## config.mk

```make
export PLATFORM = sky130hd
export DESIGN_NAME = npu_spi_frontend
export DESIGN_NICKNAME = d
export VERILOG_FILES = /design/src/rtl/npu_pkg.sv /design/src/rtl/npu_sync_edge.sv /design/src/rtl/npu_spi_frontend.sv
export SDC_FILE = /design/constraint.sdc
export NUM_CORES = 1
export LEC_CHECK = 0
export CORE_ASPECT_RATIO = 1.75
export CORE_MARGIN = 3
export CORE_UTILIZATION = 40
export DETAILED_ROUTE_END_ITERATION = 6
export GPL_TIMING_DRIVEN = 0
export SLEW_MARGIN = 15
export SYNTH_ARGS = -nofsm -noshare
export SYNTH_HDL_FRONTEND = slang
export SYNTH_HIERARCHICAL = 1
export SYNTH_SLANG_ARGS = --single-unit
```

## constraint.sdc

```tcl
create_clock -name clk -period 2.65 [get_ports clk]
set_input_delay 0.6625 -clock clk [delete_from_list [all_inputs] [get_ports clk]]
set_output_delay 0.6625 -clock clk [all_outputs]
set_load 0.03 [all_outputs]
```

## src/rtl/npu_pkg.sv

```systemverilog
// Shared definitions for the NPU SPI command frontend.
//   - cmd_code_e : host command codes carried in the top byte of a frame
//   - OP_*       : operation codes the core knows by name (others pass through)
//   - *_POS      : LSB position of each field in a complete FRAME_W=32 frame
//   - npu_cmd_t  : command register presented to the core
package npu_pkg;

  typedef enum logic [7:0] {
    CMD_WRITE  = 8'h01,
    CMD_START  = 8'h02,
    CMD_READ   = 8'h03,
    CMD_STATUS = 8'h04
  } cmd_code_e;

  localparam logic [2:0] OP_MUL  = 3'd0;
  localparam logic [2:0] OP_CONV = 3'd3;

  localparam int CMD_POS    = 24;
  localparam int TILE_I_POS = 21;
  localparam int TILE_J_POS = 18;
  localparam int OP_POS     = 15;
  localparam int DATA_POS   = 0;
  localparam int RESP_W     = 8;

  typedef struct packed {
    logic [7:0] code;
    logic [2:0] tile_i;
    logic [2:0] tile_j;
    logic [2:0] op;
    logic [7:0] data;
  } npu_cmd_t;

  // Codes that produce a command for the core at the end of the frame.
  function automatic logic is_cmd_frame(input logic [7:0] code);
    return (code == CMD_WRITE) || (code == CMD_START);
  endfunction

endpackage

```

## src/rtl/npu_sync_edge.sv

```systemverilog
// Multi-flop synchroniser for one asynchronous input with edge pulses.
// Ports:
//   clk, rst_n : core clock, asynchronous active-low reset
//   async_i    : asynchronous input pin
//   sync_o     : synchronised level
//   rise_o     : one-clk pulse on a synchronised 0->1 transition
//   fall_o     : one-clk pulse on a synchronised 1->0 transition
// All flops reset to 0. For cs_n this means a chip select that is already
// low when reset releases never produces a fall pulse, so the frontend only
// starts on a genuinely fresh cs_n fall.
module npu_sync_edge #(
  parameter int SYNC_STG = 2
) (
  input  logic clk,
  input  logic rst_n,
  input  logic async_i,
  output logic sync_o,
  output logic rise_o,
  output logic fall_o
);

  logic [SYNC_STG-1:0] sync_q;
  logic                prev_q;

  always_ff @(posedge clk or negedge rst_n) begin
    if (!rst_n) begin
      sync_q <= '0;
      prev_q <= 1'b0;
    end else begin
      sync_q <= {sync_q[SYNC_STG-2:0], async_i};
      prev_q <= sync_q[SYNC_STG-1];
    end
  end

  assign sync_o = sync_q[SYNC_STG-1];
  assign rise_o = sync_q[SYNC_STG-1] & ~prev_q;
  assign fall_o = ~sync_q[SYNC_STG-1] & prev_q;

endmodule

```

## src/rtl/npu_spi_frontend.sv

```systemverilog
// SPI-slave (mode 0) command frontend of the NPU, entirely in the clk domain.
// Frames are FRAME_W bits, MSB first: cmd[31:24] tile_i[23:21] tile_j[20:18]
// op[17:15] reserved[14:8] data[7:0].
// Ports:
//   clk, rst_n            : core clock, asynchronous active-low reset
//   sclk, cs_n, mosi      : SPI pins from the host (asynchronous)
//   miso                  : SPI response bit, driven only during a read response
//   cmd_valid/cmd_ready   : command handshake to the core
//   cmd_code/tile_i/tile_j/op/data : command fields, stable while cmd_valid
//   rd_req, rd_tile_i/j, rd_op : one-clk read request to the result memory
//   rd_data               : result byte, valid one clk after rd_req
//   core_busy, core_done  : core status inputs
//   done                  : registered copy of core_done
// Build option: define NPU_SPI_STATUS_EN to enable the STATUS (0x04) read,
// which returns {5'b0, overflow, core_busy, core_done}. Without it 0x04 is
// an unknown command and the overflow flag is internal only.
module npu_spi_frontend
  import npu_pkg::*;
#(
  parameter int FRAME_W  = 32,
  parameter int SYNC_STG = 2
) (
  input  logic       clk,
  input  logic       rst_n,
  input  logic       sclk,
  input  logic       cs_n,
  input  logic       mosi,
  output logic       miso,
  output logic       cmd_valid,
  input  logic       cmd_ready,
  output logic [7:0] cmd_code,
  output logic [2:0] cmd_tile_i,
  output logic [2:0] cmd_tile_j,
  output logic [2:0] cmd_op,
  output logic [7:0] cmd_data,
  output logic       rd_req,
  output logic [2:0] rd_tile_i,
  output logic [2:0] rd_tile_j,
  output logic [2:0] rd_op,
  input  logic [7:0] rd_data,
  input  logic       core_busy,
  input  logic       core_done,
  output logic       done
);

  localparam int CNT_W    = $clog2(FRAME_W + 1);
  localparam int HDR_BITS = FRAME_W - RESP_W;
  // Field positions while only the header has been shifted in.
  localparam int H_CMD    = CMD_POS - RESP_W;
  localparam int H_TI     = TILE_I_POS - RESP_W;
  localparam int H_TJ     = TILE_J_POS - RESP_W;
  localparam int H_OP     = OP_POS - RESP_W;

  typedef enum logic [2:0] {
    S_IDLE,
    S_SHIFT,
    S_RDREQ,  // rd_req on the wire this clk
    S_RDLAT,  // rd_data valid this clk
    S_RESP,
    S_DRAIN   // frame consumed, ignore further bits until cs_n rises
  } state_e;

  logic sclk_lvl, sclk_rise, sclk_fall;
  logic cs_lvl, cs_rise, cs_fall;
  logic mosi_s, mosi_rise, mosi_fall;

  npu_sync_edge #(.SYNC_STG(SYNC_STG)) u_sync_sclk (
    .clk(clk), .rst_n(rst_n), .async_i(sclk),
    .sync_o(sclk_lvl), .rise_o(sclk_rise), .fall_o(sclk_fall)
  );
  npu_sync_edge #(.SYNC_STG(SYNC_STG)) u_sync_cs (
    .clk(clk), .rst_n(rst_n), .async_i(cs_n),
    .sync_o(cs_lvl), .rise_o(cs_rise), .fall_o(cs_fall)
  );
  npu_sync_edge #(.SYNC_STG(SYNC_STG)) u_sync_mosi (
    .clk(clk), .rst_n(rst_n), .async_i(mosi),
    .sync_o(mosi_s), .rise_o(mosi_rise), .fall_o(mosi_fall)
  );

  state_e             state_q, state_d;
  logic [CNT_W-1:0]   cnt_q, cnt_d, cnt_inc;
  logic [FRAME_W-1:0] shift_q, shift_d, shift_nxt;
  logic [7:0]         resp_q, resp_d, resp_byte, hdr_cmd;
  logic               miso_q, miso_d;
  logic               is_stat_q, is_stat_d;
  logic               rd_req_q, rd_req_d;
  logic [2:0]         rd_tile_i_q, rd_tile_i_d;
  logic [2:0]         rd_tile_j_q, rd_tile_j_d;
  logic [2:0]         rd_op_q, rd_op_d;
  npu_cmd_t           cmd_q, cmd_d;
  logic               cmd_valid_q, cmd_valid_d;
  logic               overflow_q, overflow_d;
  logic               done_q;

  always_comb begin
    state_d     = state_q;
    cnt_d       = cnt_q;
    shift_d     = shift_q;
    resp_d      = resp_q;
    miso_d      = miso_q;
    is_stat_d   = is_stat_q;
    rd_req_d    = 1'b0;
    rd_tile_i_d = rd_tile_i_q;
    rd_tile_j_d = rd_tile_j_q;
    rd_op_d     = rd_op_q;
    cmd_d       = cmd_q;
    cmd_valid_d = cmd_valid_q & ~cmd_ready;
    overflow_d  = overflow_q;
    shift_nxt   = {shift_q[FRAME_W-2:0], mosi_s};
    cnt_inc     = cnt_q + CNT_W'(1);
    hdr_cmd     = shift_nxt[H_CMD +: 8];
    resp_byte   = is_stat_q ? resp_q : rd_data;

    case (state_q)
      S_IDLE: miso_d = 1'b0;
      S_SHIFT: begin
        miso_d = 1'b0;
        if (sclk_rise) begin
          shift_d = shift_nxt;
          cnt_d   = cnt_inc;
          if (cnt_inc == CNT_W'(HDR_BITS)) begin
            // Header complete: reads branch off here, unknown codes are dropped.
            if (hdr_cmd == CMD_READ) begin
              rd_req_d    = 1'b1;
              rd_tile_i_d = shift_nxt[H_TI +: 3];
              rd_tile_j_d = shift_nxt[H_TJ +: 3];
              rd_op_d     = shift_nxt[H_OP +: 3];
              is_stat_d   = 1'b0;
              state_d     = S_RDREQ;
            end
`ifdef NPU_SPI_STATUS_EN
            else if (hdr_cmd == CMD_STATUS) begin
              resp_d    = {5'b0, overflow_q, core_busy, core_done};
              is_stat_d = 1'b1;
              state_d   = S_RDREQ;
            end
`endif
            else if (!is_cmd_frame(hdr_cmd)) begin
              state_d = S_DRAIN;
            end
          end else if (cnt_inc == CNT_W'(FRAME_W)) begin
            state_d = S_DRAIN;
            if (cmd_valid_q && !cmd_ready) begin
              overflow_d = 1'b1;
            end else begin
              cmd_d.code   = shift_nxt[CMD_POS +: 8];
              cmd_d.tile_i = shift_nxt[TILE_I_POS +: 3];
              cmd_d.tile_j = shift_nxt[TILE_J_POS +: 3];
              cmd_d.op     = shift_nxt[OP_POS +: 3];
              cmd_d.data   = (shift_nxt[CMD_POS +: 8] == CMD_START) ?
                             8'h00 : shift_nxt[DATA_POS +: 8];
              cmd_valid_d  = 1'b1;
            end
          end
        end
      end
      S_RDREQ: state_d = S_RDLAT;
      S_RDLAT: begin
        // With sclk at clk/4 the first fall can coincide with this clk,
        // so bit 7 may go straight from the freshly arrived byte.
        state_d = S_RESP;
        if (sclk_fall) begin
          miso_d = resp_byte[7];
          resp_d = {resp_byte[6:0], 1'b0};
        end else begin
          resp_d = resp_byte;
        end
      end
      S_RESP: begin
        if (sclk_fall) begin
          miso_d = resp_q[7];
          resp_d = {resp_q[6:0], 1'b0};
        end
      end
      S_DRAIN: miso_d = 1'b0;
      default: begin
        state_d = S_IDLE;
        miso_d  = 1'b0;
      end
    endcase

    if (cs_rise) begin
      // A status read clears overflow only once its frame has ended.
      if (is_stat_q) overflow_d = 1'b0;
      state_d   = S_IDLE;
      miso_d    = 1'b0;
      rd_req_d  = 1'b0;
      is_stat_d = 1'b0;
    end
    if (cs_fall) begin
      state_d   = S_SHIFT;
      cnt_d     = '0;
      miso_d    = 1'b0;
      is_stat_d = 1'b0;
    end
  end

  always_ff @(posedge clk or negedge rst_n) begin
    if (!rst_n) begin
      state_q     <= S_IDLE;
      cnt_q       <= '0;
      shift_q     <= '0;
      resp_q      <= '0;
      miso_q      <= 1'b0;
      is_stat_q   <= 1'b0;
      rd_req_q    <= 1'b0;
      rd_tile_i_q <= '0;
      rd_tile_j_q <= '0;
      rd_op_q     <= '0;
      cmd_q       <= '0;
      cmd_valid_q <= 1'b0;
      overflow_q  <= 1'b0;
      done_q      <= 1'b0;
    end else begin
      state_q     <= state_d;
      cnt_q       <= cnt_d;
      shift_q     <= shift_d;
      resp_q      <= resp_d;
      miso_q      <= miso_d;
      is_stat_q   <= is_stat_d;
      rd_req_q    <= rd_req_d;
      rd_tile_i_q <= rd_tile_i_d;
      rd_tile_j_q <= rd_tile_j_d;
      rd_op_q     <= rd_op_d;
      cmd_q       <= cmd_d;
      cmd_valid_q <= cmd_valid_d;
      overflow_q  <= overflow_d;
      done_q      <= core_done;
    end
  end

  assign miso       = miso_q;
  assign cmd_valid  = cmd_valid_q;
  assign cmd_code   = cmd_q.code;
  assign cmd_tile_i = cmd_q.tile_i;
  assign cmd_tile_j = cmd_q.tile_j;
  assign cmd_op     = cmd_q.op;
  assign cmd_data   = cmd_q.data;
  assign rd_req     = rd_req_q;
  assign rd_tile_i  = rd_tile_i_q;
  assign rd_tile_j  = rd_tile_j_q;
  assign rd_op      = rd_op_q;
  assign done       = done_q;

  // Synchroniser outputs and bits this frontend has no use for.
  logic unused_sig;
`ifdef NPU_SPI_STATUS_EN
  assign unused_sig = ^{sclk_lvl, cs_lvl, mosi_rise, mosi_fall, shift_q[FRAME_W-1]};
`else
  assign unused_sig = ^{sclk_lvl, cs_lvl, mosi_rise, mosi_fall, shift_q[FRAME_W-1],
                        core_busy};
`endif

endmodule

```

==> results of run 1 <==
-- metrics by stage --
| stage | cells | power, mW | utilization | area (um2) |
|---|---|---|---|---|
| global placement | 562 | 2.24 | 0.488 | 4670 |
| finish | 577 | 3.55 | 0.522 | 5000 |
| CTS | 577 | 3.60 | 0.522 | 5000 |
| global route | 577 | 3.76 | 0.522 | 5000 |
| detailed placement | 563 | 2.26 | 0.490 | 4700 |
| floorplan | 388 | 2.08 | - | 4000 |
-- per-layer routing --
| metal | part of all wire | global-route usage | wire length [um] | up-vias |
|---|---|---|---|---|
| li1 | - | - | - | 1419 |
| met2 | 0.52 | 0.254 | 4180 | 56 |
| met4 | 0.029 | 0.0779 | 231 | 0 |
| met5 | 0 | 0 | 0 | - |
| met1 | 0.42 | 0.200 | 3380 | 1402 |
| met3 | 0.038 | 0.0352 | 305 | 15 |
-- where the power goes --
part           switching, mW  internal, mW
clock network          0.506         0.816
registers              0.133          1.60
logic                  0.304         0.190
total                  0.943          2.61
-- worst register-to-register path: cells and delay by family (launching register included) --
family	cells	cell delay (ns)
DFF	1	0.35
buffers and inverters	3	0.60
AOI/OAI and AO/OA	1	0.48
muxes	1	0.30
and+or+nand+nor	2	0.59
-- layout by cell type, fill, tap and decap left out, types with 7 or more instances in the layout --
cell,instances
nor2_1,21
clkbuf_1,14
mux2_2,23
nand2_1,130
o21ai_0,17
dfrtp_1,94
clkdlybuf4s50_1,51
mux2i_1,7
a21oi_1,15
clkbuf_16,9
-- state kept, by name (all words and copies together), names as in the netlist, 6 cells and up --
signal    flops
shift_q      31
cnt_q         6
cmd_code      8
cmd_data      8
resp_q        8
-- area by class of cell --
type / count / area (um2)
Clock buffer: 10 / 229
Inverter: 3 / 11.3
Multi-Input combinational cell: 272 / 1560
Tap cell: 122 / 153
Fill cell: 873 / 4580
Clock inverter: 4 / 73.8
Sequential cell: 94 / 2350
Timing Repair Buffer: 53 / 546
Buffer: 19 / 76.3
-- final timing paths --
kind                            slack, ns                         endpoint  cells past startpoint
worst max register to register       0.21        cmd_tile_i[0]$_DFFE_PN0P_                      7
max in group asynchronous            1.69          shift_q[17]$_DFFE_PN0P_                      2
worst max-delay path                 0.21        cmd_tile_i[0]$_DFFE_PN0P_                      7
min in group clk                     0.35  u_sync_mosi/sync_q[1]$_DFF_PN0_                      0
worst min register to register       0.35  u_sync_mosi/sync_q[1]$_DFF_PN0_                      0
worst min-delay path                 0.32                 miso$_DFFE_PN0P_                      1
==> results by group, run 1 <==
Route
  • Pre-antenna DRT Iters: 4
  • Final wirelength: 8090 um
  • WL per Instance: 14.0 um
  • Via count of the routed design: 2892
  • Mean number of vias per cell: 5.01
  • Total DRC errors in the routed layout: 0
  • Antenna-violating nets left: 0
  • 1st-iter DRT viols: 205

Clock network
  • Worst-Skew Late Latency: 0.34 ns
  • Root Buffer Master: clkbuf_16
  • Number of gates given a new drive strength after cts: 0
  • Maximum root-to-sink buffer count: 2
  • Total CTS buffers: 9
  • Number of buffers inserted for hold repair after clock tree synthesis: 0
  • Clock tree from TritonCTS: built
  • Count of buffers added by post-CTS timing repair for setup: 0
  • CTS clk-pin slew, worst paths: 0.06 ns
  • Level count of the clock H-tree: 3
  • Number of sinks driven by the clock tree: 94

Timing
  • Period Utilization, post-route: 0.920
  • RSZ-0062 raised after global routing: no
  • Final Slew Violations: 0
  • Fmax achieved: 410 MHz
  • Post-layout worst setup margin: 0.211 ns
  • Headroom to the max-slew limit: 0.405
  • Minimum clock period after layout: 2.44 ns
  • Actual transition at the worst max-transition pin: 0.890 ns
  • Worst hold margin: 0.320 ns
  • Final-report setup violation count: 0
  • Hold violation count in the final report: 0
  • Layout Skew: 0.00667 ns
  • Final-layout setup total negative slack: 0 ns

Critical path
  • Critical Path Sink Type: flip-flop
  • Largest driver fanout on the critical path: 10
  • FF-to-FF Start: state_q[1]$_DFFE_PN0P_
  • Critical Path RT: 2.87 ns
  • Crit path largest cell delay: 0.48 ns
  • Data arrival time at the worst-slack endpoint: 2.66 ns
  • Start point of the critical path: state_q[1]$_DFFE_PN0P_
  • Most frequent CP cell: buf_2
  • Startpoint-to-endpoint class of the critical path: flip-flop to flip-flop
  • Buffers & Inverters on Critical Path: 3
  • Top Family by Delay on Critical Path: buffers and inverters
  • Library cell contributing the largest single delay on the critical path: a2111o_1
  • List of cells traversed by the critical path: buf_2, nor3b_2, nand2_1, a2111o_1, clkbuf_1, buf_2, mux2_2
  • CP startpoint kind: flip-flop

Placed design
  • Minimum setup slack after placement: 0.177 ns
  • Placer's final routability congestion estimate: 0.797
  • Number of buffers added on ports: 52
  • DP HPWL: 5680 um

Layout
  • Layout Area Growth over Synthesis: 25.0%
  • # diodes: 0
  • Ratio of cells with drive above 1 in the final layout: 0.114
  • Nets: 469

Floorplanning
  • Total die area: 11300 um2
  • I/O pin total: 54
  • Horizontal die dimension: 81.6 um
  • Cell row count: 47
  • Floorplan core area: 9590 um2
  • Initial cell density of the core: 0.417
  • Die Span Y: 138 um

Yosys
  • Post-synthesis instance total: 388
  • Synth Warn #: 6
  • Synthesized Nets: 405
  • Cell area after synthesis: 4000 um2
  • Average instance area after synthesis: 10.3 um2

Global routing
  • Number of antenna violations at the first check in global routing: 0
  • Total gr overflow: 0
  • Global Route Usage Sum: 0.159
  • Pin count of the biggest net entering global routing: 51
  • Global-route wire length before repair: 14100 um
  • Number of global-route vias before repair: 2864

Power and ir drop
  • Static leakage: 2.41 nW
  • Power density relative to cell area: 710 nW/um2
  • VDD IR max: 427 uV

Flow run
  • Max-capacitance violation count: 0

Outcome
  • Status: finished, final reports clean

Min path
  • Worst min-delay path class: primary input to async pin
Power figures use the tool's default switching activity.
==> run 2, diff against run 1 <==
Settings changed: CORE_UTILIZATION 40 to 55, PLACE_DENSITY from default to 0.8, SYNTH_HIERARCHICAL 1 to default.
==> results by group, run 2 <==
Outcome
  • Status: finished, final reports clean

Layout
  • Most common cell after layout, fill and taps aside: dfrtp_1
  • Ratio of cells with drive above 1 in the final layout: 0.188
  • Post-layout util: 0.698
  • Register containing the most flip-flops in the final layout: shift_q
  • Storage element area: 2350 um2
  • # diodes: 0
  • Highest-count cells in the layout ignoring fill and taps: dfrtp_1 (94), nand2_1 (77), clkdlybuf4s50_1 (51), mux2_2 (38), mux2i_1 (16)
  • Layout Area Growth over Synthesis: 23.3%
  • Count of filler cells inserted in the layout: 518
  • Multi-input gate area: 1620 um2
  • Nets: 430
  • Max FFs per register: 31

Route
  • Via count of the routed design: 2702
  • Antenna-violating nets left: 0
  • WL per Instance: 15.9 um
  • Pre-antenna DRT Iters: 5
  • Mean number of vias per cell: 5.38
  • Final wirelength: 8000 um
  • Total DRC errors in the routed layout: 0
  • 1st-iter DRT viols: 239

Yosys
  • Cell area after synthesis: 4090 um2
  • Post-synthesis instance total: 347
  • Most used flip-flop cell after synthesis: dfrtp_1
  • Share of synthesized flip-flops with an asynchronous set or reset: 1.00
  • Top area cells in the synthesized netlist: dfrtp_1 (57%), mux2_2 (10%), nand2_1 (7.1%)
  • Most numerous cell types in the synthesized netlist: dfrtp_1 (94), nand2_1 (77), mux2_2 (38), mux2i_1 (16)
  • Average instance area after synthesis: 11.8 um2
  • Area fraction of the dominant cell type after synthesis: 0.575
  • Sequential-to-total area share from yosys stat: 0.575
  • Cell with the most instances after synthesis: dfrtp_1
  • Library cell with the largest summed area after synthesis: dfrtp_1
  • Number of enable flip-flop cells after synthesis: 0
  • Synthesized Nets: 366
  • Synth Warn #: 0
  • Post-synthesis cell type count: 39
  • Synthesis-stage register bit count: 94

Critical path
  • Startpoint-to-endpoint class of the critical path: flip-flop to flip-flop
  • Largest driver fanout on the critical path: 10
  • Data arrival time at the worst-slack endpoint: 2.68 ns
  • Critical Path Sink Type: flip-flop
  • Critical Path RT: 2.93 ns
  • CP startpoint kind: flip-flop

Global routing
  • Global-route wire length before repair: 13800 um
  • Global Route Usage Sum: 0.207
  • Total gr overflow: 0
  • Pin count of the biggest net entering global routing: 63
  • Number of global-route vias before repair: 2921
  • Number of antenna violations at the first check in global routing: 0

Power and ir drop
  • Portion of total power attributed to sequential cells: 0.488
  • Switching power of the nets: 0.872 mW
  • VDD IR max: 486 uV
  • Power share of the combinational group: 0.137
  • Part of the total power dissipated in the clock network: 0.375
  • Static leakage: 2.50 nW
  • Power density relative to cell area: 678 nW/um2
  • Switching Share: 0.255
  • Power, Total: 3.42 mW
  • Internal power of the cells: 2.55 mW

Timing
  • Final-report setup violation count: 0
  • Hold violation count in the final report: 0
  • Fmax achieved: 417 MHz
  • Headroom to the max-slew limit: 0.387
  • RSZ-0062 raised after global routing: no
  • Final Slew Violations: 0
  • Period Utilization, post-route: 0.906
  • Actual transition at the worst max-transition pin: 0.918 ns
  • Minimum clock period after layout: 2.40 ns
  • Layout Skew: 0.00538 ns

Floorplanning
  • Cell row count: 41
  • Total die area: 8550 um2
  • Initial cell density of the core: 0.566
  • Floorplan core area: 7230 um2
  • I/O pin total: 54
  • Horizontal die dimension: 71.2 um
  • Die Span Y: 120 um

Clock network
  • Number of gates given a new drive strength after cts: 0
  • Root Buffer Master: clkbuf_16
  • CTS clk-pin slew, worst paths: 0.06 ns
  • Level count of the clock H-tree: 3
  • Total CTS buffers: 9
  • Worst-Skew Late Latency: 0.34 ns
  • Number of sinks driven by the clock tree: 94
  • Number of buffers inserted for hold repair after clock tree synthesis: 0
  • Maximum root-to-sink buffer count: 2
  • Clock tree from TritonCTS: built
  • Count of buffers added by post-CTS timing repair for setup: 0

Placed design
  • Placer's final routability congestion estimate: 0.825
  • DP HPWL: 5600 um
  • Number of buffers added on ports: 52

Flow run
  • Max-capacitance violation count: 0

Min path
  • Worst min-delay path class: primary input to async pin
run 2: cell count changes in the layout (fill, tap and decap cells not counted), sizes merged, moves of 3 or more:
cell / previous run / this run
nand2: 130 / 77
mux2: 26 / 50
nor2: 22 / 10
inv: 3 / 14
mux2i: 7 / 16
a21oi: 15 / 8
o21ai: 17 / 11
clkbuf: 23 / 19
nand3: 2 / 6
nor4: 1 / 5
a211oi: 4 / 1
xor2: 4 / 7
run 2: critical path, stage by stage (launching register included):
cell and delay (ns):
dfrtp_1 0.46, nand2b_4 0.20, nor4b_4 0.35, clkbuf_1 0.44
buf_2 0.32, buf_1 0.37, nand2_1 0.13, nand2_1 0.07
run 2: routing by layer:
| metal | GRT usage | wire length, um | up-vias | share of wire |
|---|---|---|---|---|
| met5 | 0 | 0 | - | 0 |
| met4 | 0.0906 | 133 | 0 | 0.017 |
| met3 | 0.0511 | 401 | 12 | 0.050 |
| met2 | 0.359 | 4230 | 63 | 0.53 |
| met1 | 0.236 | 3230 | 1319 | 0.40 |
| li1 | - | - | 1308 | - |
run 2: path summary, 6_finish.rpt:
path | startpoint | end | slack [ns] | cells past startpoint
worst min register to register | u_sync_mosi.sync_q[0]$_DFF_PN0_ | u_sync_mosi.sync_q[1]$_DFF_PN0_ | 0.35 | 0
worst max register to register | state_q[2]$_DFFE_PN0P_ | shift_q[26]$_DFFE_PN0P_ | 0.25 | 7
min in group clk | u_sync_mosi.sync_q[0]$_DFF_PN0_ | u_sync_mosi.sync_q[1]$_DFF_PN0_ | 0.35 | 0
worst max-delay path | state_q[2]$_DFFE_PN0P_ | shift_q[26]$_DFFE_PN0P_ | 0.25 | 7
worst min-delay path | rst_n | done$_DFF_PN0_ | 0.27 | 1
max in group asynchronous | rst_n | cmd_code[5]$_DFFE_PN0P_ | 1.74 | 2
run 2: logic make-up (layout without fill, tap and decap cells):
kind of cell             Yosys count  count (layout)  synth area share
AND/OR/NAND/NOR                  123             123             0.146
buffers and inverters             28              97            0.0306
flip-flops                        94              94             0.575
adder cells (fa/ha/maj)            3               3           0.00917
AO/OA/AOI/OAI                     24              24            0.0330
multiplexers                      66              66             0.188
XOR/XNOR                           9               9            0.0193
run 2: metrics by stage:
stage               setup TNS (ns)  std cells  hold slack [ns]  setup slack, ns  area (um2)
CTS                              0        502            0.281            0.246        5050
floorplan                        0        347            0.331            0.525        4090
finish                           0        502            0.271            0.249        5050
global placement           -226.70        485            0.336            -2.42        4720
detailed placement               0        486            0.339            0.133        4750
global route                     0        502            0.299           0.0152        5050
run 2: layout make-up:
class / instances / area share
timing repair buffer: 53 / 0.108
clock inverter: 5 / 0.0114
clock buffer: 11 / 0.0481
inverter: 13 / 0.00967
buffer: 15 / 0.0151
sequential: 94 / 0.466
tap: 86 / 0.0213
multi-input combinational: 225 / 0.320
run 2: power by group through the flow:
stage / Combinational, mW / Sequential (mW) / Clock (mW)
2_1_floorplan: 0.336 / 1.67 / 0
3_3_place_gp: 0.447 / 1.69 / 0
3_5_place_dp: 0.471 / 1.70 / 0
4_1_cts: 0.474 / 1.67 / 1.31
5_1_grt: 0.527 / 1.69 / 1.35
6_report: 0.468 / 1.67 / 1.28
==> run 3, diff against run 2 <==
Settings changed: RECOVER_POWER from default to 100, REMOVE_ABC_BUFFERS from default to 1.
==> results by group, run 3 (synthesized netlist as in run 2, its figures left out) <==
Outcome
  • Status: finished, final reports clean

Critical path
  • Data arrival time at the worst-slack endpoint: 2.73 ns
  • List of cells traversed by the critical path: nor4b_4, buf_6, buf_6, buf_8, nand3_2, or4_4, mux2_2
  • Buffers & Inverters on Critical Path: 3
  • Library cell contributing the largest single delay on the critical path: or4_4
  • Startpoint-to-endpoint class of the critical path: flip-flop to flip-flop
  • Critical Path Sink Type: flip-flop
  • CP startpoint kind: flip-flop
  • Top Family by Delay on Critical Path: simple AND/OR/NAND/NOR gates
  • Crit path largest cell delay: 0.59 ns
  • Most frequent CP cell: buf_6
  • Largest driver fanout on the critical path: 13
  • Critical Path RT: 2.87 ns
  • Worst setup slack for register-to-register paths: 0.15 ns

Clock network
  • CTS clk-pin slew, worst paths: 0.07 ns
  • Total CTS buffers: 9
  • Clock tree from TritonCTS: built
  • Root Buffer Master: clkbuf_16
  • Worst-Skew Late Latency: 0.34 ns
  • Maximum root-to-sink buffer count: 2
  • Number of sinks driven by the clock tree: 94
  • Level count of the clock H-tree: 3

Route
  • Total DRC errors in the routed layout: 0
  • Total routed wire length on the met1 layer: 3200 um
  • WL per Instance: 16.0 um
  • Total length of routed met2 wires: 4170 um
  • 1st-iter DRT viols: 273
  • Pre-antenna DRT Iters: 4
  • Antenna-violating nets left: 0
  • Via count of the routed design: 2752
  • Uppermost routed layer: met4
  • Final wirelength: 7940 um
  • Mean number of vias per cell: 5.55
  • Sum of met3 wire segment lengths after detailed routing: 433 um

Timing
  • Final-report setup violation count: 0
  • Actual transition at the worst max-transition pin: 1.21 ns
  • Final Slew Violations: 0
  • Post-layout worst setup margin: 0.146 ns
  • Period Utilization, post-route: 0.945
  • Final-layout setup total negative slack: 0 ns
  • Hold violation count in the final report: 0
  • Headroom to the max-slew limit: 0.192
  • RSZ-0062 raised after global routing: no
  • Worst hold margin: 0.351 ns
  • Minimum clock period after layout: 2.50 ns
  • Layout Skew: 0.00824 ns
  • Fmax achieved: 399 MHz

Layout
  • Most common cell after layout, fill and taps aside: dfrtp_1
  • # diodes: 0
  • Max FFs per register: 31
  • Multi-input gate area: 1610 um2
  • Final Cell Area: 5050 um2
  • Count of filler cells inserted in the layout: 518
  • Nets: 424
  • Ratio of cells with drive above 1 in the final layout: 0.171
  • Register containing the most flip-flops in the final layout: shift_q
  • Layout Area Growth over Synthesis: 23.4%
  • Storage element area: 2360 um2
  • Post-layout util: 0.698
  • Highest-count cells in the layout ignoring fill and taps: dfrtp_1 (91), nand2_1 (77), dlygate4sd3_1 (43), mux2_2 (37), mux2i_1 (16)
  • Non-filler instance count after layout: 496

Placed design
  • Number of buffers added on ports: 52
  • Dpl cells: 474
  • Minimum setup slack after placement: -0.784 ns
  • Placed inst area: 4710 um2
  • Placer's final routability congestion estimate: 0.821
  • DP HPWL: 5170 um

Floorplanning
  • Cell row count: 41
  • Initial cell density of the core: 0.566
  • Total die area: 8550 um2
  • Die Span Y: 120 um
  • Floorplan core area: 7230 um2
  • I/O pin total: 54
  • Horizontal die dimension: 71.2 um

Power and ir drop
  • Static leakage: 2.57 nW
  • Power density relative to cell area: 719 nW/um2
  • VDD IR max: 606 uV
  • Power, Total: 3.63 mW

Global routing
  • Global-route wire length before repair: 13800 um
  • Number of antenna violations at the first check in global routing: 0
  • Pin count of the biggest net entering global routing: 58
  • Number of global-route vias before repair: 2854
  • Global Route Usage Sum: 0.206
  • Total gr overflow: 0

Flow run
  • Max-capacitance violation count: 0

Min path
  • Worst min-delay path class: flip-flop to flip-flop
## run 3: cell types whose count changed in the layout (fill, tap and decap cells not counted), sizes merged
cell / change
clkbuf: -2
or4: +2
inv: -1
clkinv: -3
bufinv: +2
clkdlybuf4s50: -43
buf: -4
dlygate4sd3: +43
## run 3: worst paths after layout
kind                                               start                            end  cells after the start
setup / recovery                  state_q[1]$_DFFE_PN0P_          cmd_op[0]$_DFFE_PN0P_                      7
hold / removal             u_sync_cs.sync_q[0]$_DFF_PN0_  u_sync_cs.sync_q[1]$_DFF_PN0_                      0
setup reg to reg                  state_q[1]$_DFFE_PN0P_          cmd_op[0]$_DFFE_PN0P_                      7
hold reg to reg            u_sync_cs.sync_q[0]$_DFF_PN0_  u_sync_cs.sync_q[1]$_DFF_PN0_                      0
max in group asynchronous                          rst_n       rd_tile_i[1]$_DFFE_PN0P_                      2
min in group asynchronous                          rst_n        cmd_code[6]$_DFFE_PN0P_                      1
## run 3: area by class of cell
type	instances	share of cell area
well taps	86	0.0213
clock inverters	3	0.0178
repair buffers	60	0.114
inverters	13	0.00966
clock buffers	13	0.0515
flip-flops and latches	94	0.466
multi-input cells	227	0.319
## run 3: power by group
part / switching, mW / internal [mW]
Clock: 0.505 / 0.974
Sequential: 0.0961 / 1.57
Combinational: 0.256 / 0.234
Total: 0.857 / 2.78
## run 3: what timing repair did
action | 4_1_cts | 5_1_grt
buffers inserted | 4 | 0
pin swaps | 3 | 2
hold buffers | 0 | 0
gates resized for setup | 8 | 1
gates cloned | 2 | 0
setup endpoints to repair | 34 | 13
## run 3: per-layer routing
layer | track usage | up-vias
li1 | - | 1302
met1 | 0.258 | 1361
met2 | 0.336 | 79
met3 | 0.0545 | 10
met4 | 0.0824 | 0
met5 | 0 | -
